--- src/rtl/atmega_tim_prescaler.sv ---
// Shared ATmega timer prescaler and external T-pin edge sampler.
// Decodes GTCCR writes on the IO and data buses to apply PSRSYNC and TSM.
`timescale 1ns/1ps
module atmega_tim_prescaler #(
   parameter          PLATFORM          = "XILINX",
   parameter          USE_EXT_T         = "TRUE",
   parameter int      BUS_ADDR_IO_LEN   = 6,
   parameter int      BUS_ADDR_DATA_LEN = 8,
   parameter int      GTCCR_ADDR        = 'h23
) (
   input  logic                         rst,
   input  logic                         clk,
   input  logic [BUS_ADDR_IO_LEN-1:0]   addr_io,
   input  logic                         wr_io,
   input  logic [7:0]                   bus_io_in,
   input  logic [BUS_ADDR_DATA_LEN-1:0] addr_dat,
   input  logic                         wr_dat,
   input  logic [7:0]                   bus_dat_in,
   input  logic                         t,
   output logic                         clk8,
   output logic                         clk64,
   output logic                         clk256,
   output logic                         clk1024,
   output logic                         t_rise,
   output logic                         t_fall,
   output logic                         psrsync_stat
);

   localparam logic [BUS_ADDR_IO_LEN-1:0]   GTCCR_IO  = BUS_ADDR_IO_LEN'(GTCCR_ADDR);
   localparam logic [BUS_ADDR_DATA_LEN-1:0] GTCCR_DAT = BUS_ADDR_DATA_LEN'(GTCCR_ADDR + 'h20);

   logic       gtccr_io_hit;
   logic       gtccr_dat_hit;
   logic       gtccr_wr;
   logic [7:0] gtccr_wdata;
   logic       unused_wdata;

   assign gtccr_io_hit  = wr_io  && (addr_io  == GTCCR_IO);
   assign gtccr_dat_hit = wr_dat && (addr_dat == GTCCR_DAT);
   assign gtccr_wr      = gtccr_io_hit || gtccr_dat_hit;
   // IO bus wins when both buses hit GTCCR in the same cycle.
   assign gtccr_wdata   = gtccr_io_hit ? bus_io_in : bus_dat_in;
   assign unused_wdata  = ^gtccr_wdata[6:1];

   logic [9:0] cnt_q, cnt_d;
   logic       tsm_q, tsm_d;
   logic       psr_hold_q, psr_hold_d;
   logic       frozen;

   assign frozen = tsm_q & psr_hold_q;

   always_comb begin
      cnt_d      = frozen ? cnt_q : cnt_q + 10'd1;
      tsm_d      = tsm_q;
      // Without TSM a pending PSRSYNC lasts only one cycle.
      psr_hold_d = psr_hold_q & tsm_q;
      if (gtccr_wr) begin
         tsm_d = gtccr_wdata[7];
         if (gtccr_wdata[0]) begin
            cnt_d      = '0;
            psr_hold_d = 1'b1;
         end else if (!gtccr_wdata[7]) begin
            psr_hold_d = 1'b0;
         end else begin
            psr_hold_d = psr_hold_q;
         end
      end
   end

   always_ff @(posedge clk or posedge rst) begin
      if (rst) begin
         cnt_q      <= '0;
         tsm_q      <= 1'b0;
         psr_hold_q <= 1'b0;
      end else begin
         cnt_q      <= cnt_d;
         tsm_q      <= tsm_d;
         psr_hold_q <= psr_hold_d;
      end
   end

   assign clk8         = cnt_q[2];
   assign clk64        = cnt_q[5];
   assign clk256       = cnt_q[7];
   assign clk1024      = cnt_q[9];
   assign psrsync_stat = psr_hold_q;

   generate
      if (USE_EXT_T == "TRUE") begin : g_ext_t
         logic sync1_q, sync1_d;
         logic sync2_q, sync2_d;
         logic t_del_q, t_del_d;
         logic t_rise_q, t_rise_d;
         logic t_fall_q, t_fall_d;

         always_comb begin
            sync1_d  = t;
            sync2_d  = sync1_q;
            t_del_d  = sync2_q;
            t_rise_d = sync2_q & ~t_del_q;
            t_fall_d = ~sync2_q & t_del_q;
         end

         always_ff @(posedge clk or posedge rst) begin
            if (rst) begin
               sync1_q  <= 1'b0;
               sync2_q  <= 1'b0;
               t_del_q  <= 1'b0;
               t_rise_q <= 1'b0;
               t_fall_q <= 1'b0;
            end else begin
               sync1_q  <= sync1_d;
               sync2_q  <= sync2_d;
               t_del_q  <= t_del_d;
               t_rise_q <= t_rise_d;
               t_fall_q <= t_fall_d;
            end
         end

         assign t_rise = t_rise_q;
         assign t_fall = t_fall_q;
      end else begin : g_no_ext_t
         logic unused_t;
         assign unused_t = t;
         assign t_rise   = 1'b0;
         assign t_fall   = 1'b0;
      end

      // Reserved for vendor-specific synchroniser attributes.
      if (PLATFORM == "XILINX") begin : g_plat_xilinx
      end else begin : g_plat_generic
      end
   endgenerate

endmodule

--- config.mk ---
export PLATFORM = sky130hd
export DESIGN_NAME = atmega_tim_prescaler
export DESIGN_NICKNAME = d
export VERILOG_FILES = /design/src/rtl/atmega_tim_prescaler.sv
export SDC_FILE = /design/constraint.sdc
export NUM_CORES = 1
export LEC_CHECK = 0
export CORE_UTILIZATION = 53
export CTS_CLUSTER_SIZE = 16
export DETAILED_ROUTE_END_ITERATION = 8
export DONT_BUFFER_PORTS = 1
export PLACE_DENSITY = 0.75
export SLEW_MARGIN = 20
export SYNTH_ARGS = -nofsm -noshare
export SYNTH_HDL_FRONTEND = slang
export SYNTH_SLANG_ARGS = --single-unit
--- constraint.sdc ---
create_clock -name clk -period 1.35 [get_ports clk]
set_input_delay 0.27 -clock clk [delete_from_list [all_inputs] [get_ports clk]]
set_output_delay 0.27 -clock clk [all_outputs]
set_load 0.02 [all_outputs]
==> flow_summary_export.csv <==
group,metric,value,unit
critical_path,slowest_stage,"or4_4",
placement,gp_congestion,0.762,
drt,vias_per_cell,5.68,
clock_tree,clk_latency,0.28,ns
layout,final_cell_mix,"dfrtp_1 (17), buf_4 (9), nor2_2 (8)",
clock_tree,cts_root_buf,"clkbuf_4",
critical_path,endpoint_kind,"register",
critical_path,cp_max_fo,2,
critical_path,cp_cell_sequence,"or4_4 -> nor4_4 -> mux2_4 -> mux2_2",
global_routing,grt_pass1_vias,433,
placement,place_inst,97,
clock_tree,cts_inserted_buffers,3,
critical_path,critPathTopFamily,"simple AND/OR/NAND/NOR gates",
layout,final_layout_size_suffix_gt1_share,34.1,%
critical_path,critPathRequiredTime,1.52,ns
drt,drc,0,
global_routing,grt_pass1_wl,1.86,mm
critical_path,worst-path-buf-inv,0,
drt,vias,585,
sta,worst_slew_pin_slew,0.294,ns
drt,routed_wl,1.51,mm
power,p_per_area,1480,mW/mm^2
synthesis,postSynthRegisterBits,17,
drt,ant_nets,0,
global_routing,grt_max_degree,18,
worst_hold_path,whs_endpoint,"tsm_q$_DFFE_PP0N_",
critical_path,arrival,1.65,ns
clock_tree,clockBufferDepth,2,
floorplan,fp.dieArea,0.00167,sq mm
floorplan,initial_core_util,59.4,%
worst_hold_path,hold_depth,1,
sta,finalMaxSlewViolations,0,
floorplan,rows,13,
placement,dp_hpwl,1.11,mm
synthesis,syn_nets,108,
run_status,violations,"setup timing",
sta,slew_headroom,80.4,%
synthesis,ys_seq_area_share,53.0,%
worst_hold_path,worstHoldStart,"bus_io_in[7]",
critical_path,r2r-start,"cnt_q[0]$_DFF_PP0_",
worst_hold_path,hold_path.class,"in -> reg",
floorplan,die_x,40.9,um
critical_path,rr_worst_depth,5,
power,power.leakage,0.425,nW
placement,io_buffers,0,
power,total_power,1.46,mW
floorplan,io_pins,42,
synthesis,ys.warnings.count,0,
global_routing,grt_use_total,17.7,%
layout,diodes,0,
critical_path,timing.rr.end,"cnt_q[8]$_DFF_PP0_",
layout,area_delta_synth_final,22.9,%
sta,period_share,109,%
clock_tree,cts.sink_count,17,
clock_tree,h-tree-depth,1,
sta,clock.fmax,0.679,GHz
critical_path,setup.worst_path.start_class,"input pin",
layout,fin_util,73.0,%
synthesis,syn_area,802,sq um
layout,final_cells,103,
layout,final_common_cell,"dfrtp_1",
floorplan,coreArea,0.00135,sq mm
drt,firstDrtPassIters,4,
sta,setup_slack,-0.123,ns
global_routing,grt-ovfl-total,0,
synthesis,syn_area_per_cell,11.1,sq um
placement,place_ws,-0.421,ns
floorplan,die_h,40.9,um
layout,layout.nets,125,
critical_path,reg2reg_slack,0.03,ns
global_routing,antenna_found_initial,0,
critical_path,critPathMaxStageDelay,0.52,ns
clock_tree,tritoncts,"yes",
power,ir_drop,0.00120,V
synthesis,synth_cells,72,
synthesis,ys_types,25,
sta,min_period,1.47,ns
drt,detail_route.wl_per_cell,14.7,um
critical_path,path_class,"in -> reg",
clock_tree,cts.clk_slew.worst_paths,0.09,ns
sta,setup_viol,12,
run_status,status,"finished with violations",
sta,skew,0.00564,ns
drt,drt-initial-drc-count,10,
flow_run,max-cap-violations,0,
sta,hold_viol_final,0,
sta,rsz0062_at_grt,"true",
[area by class of cell]
cell class,instances,area (sq um)
fill,107,364
timing repair buffer,13,110
multi-input combinational,52,398
clock buffer,4,26.3
inverter,2,7.51
sequential,17,425
tap,15,18.8
[worst max-delay path by stage]
stage	startpoint	endpoint	slack, ns	cells after the start
floorplan	addr_dat[2]	tsm_q$_DFFE_PP0N_	-0.42	4
finish	addr_dat[2]	tsm_q$_DFFE_PP0N_	-0.12	4
global route	addr_dat[2]	tsm_q$_DFFE_PP0N_	-0.13	4
global placement	addr_dat[2]	tsm_q$_DFFE_PP0N_	-0.40	4
detailed placement	addr_dat[2]	tsm_q$_DFFE_PP0N_	-0.42	4
CTS	addr_dat[2]	tsm_q$_DFFE_PP0N_	-0.11	4
[sequential cells by signal, indices dropped and copies added, names as in the netlist]
signal           flops
t_rise               1
g_ext_t.t_del_q      1
g_ext_t.sync1_q      1
g_ext_t.sync2_q      1
psrsync_stat         1
t_fall               1
cnt_q               10
tsm_q                1
[power breakdown]
group	internal, mW	total, mW	switching [mW]
Combinational	0.229	0.452	0.224
Sequential	0.627	0.749	0.122
Clock	0.114	0.255	0.141
[logic make-up (layout without fill, tap and decap cells)]
group	count (synthesis)	after routing	share of synthesized area, %
and+or+nand+nor	32	32	22.6
DFF	17	17	53.0
xor gates and xnor gates	9	9	9.83
AOI/OAI and AO/OA	6	6	5.62
muxes	4	4	5.46
buffers and inverters	3	19	1.87
adders and majority gates	1	1	1.56
[stage by stage]
stage	area [sq um]	TNS [ns]	hold slack, ns
floorplan	810	-2.34	0.196
global placement	900	-3.59	0.182
detailed placement	900	-3.72	0.183
CTS	948	-0.234	0.00855
global route	986	-1.07	0.116
finish	986	-0.810	0.138
[metal layers]
metal	GRT usage [%]	up-vias	share of wire, %
li1	-	282	-
met1	23.0	284	45
met2	27.3	17	52
met3	3.26	2	3.1
met4	10.0	0	0.46
met5	0	-	0
[Yosys cell counts, drive strengths merged]
cell | n | area share (%)
a22o | 1 | 1.1
nor2b | 2 | 1.6
nand4bb | 1 | 1.4
and4 | 1 | 1.1
nand2 | 6 | 2.8
o41a | 1 | 1.4
nor3 | 2 | 1.2
and3 | 1 | 0.78
inv | 2 | 0.94
mux2 | 3 | 4.2
a21bo | 1 | 1.2
ha | 1 | 1.6
xor2 | 5 | 5.5
nor4 | 2 | 3.4
nand3 | 3 | 1.9
dfrtp | 17 | 53
mux2i | 1 | 1.2
buf | 1 | 0.94
or4 | 1 | 1.4
a21oi | 3 | 1.9
nand4 | 3 | 2.3
nor2 | 10 | 4.7
xnor2 | 4 | 4.4
[worst reg2reg max path, delay by kind of cell, from the launching register on]
kind            cells  cell delay [ns]
xor+xnor            1             0.16
fa+ha+maj           1             0.14
simple gates        2             0.29
flops               1             0.37
compound gates      1             0.26
[what timing repair did]
action                                  CTS  global route
cloned                                    0             0
buffers inserted                          0             0
endpoints found under the hold margin    17             1
gates resized for setup                   4             9
endpoints found under the setup margin    4            12
hold buffers                              1             1
pin swaps                                 1             0
Power figures use the tool's default switching activity.
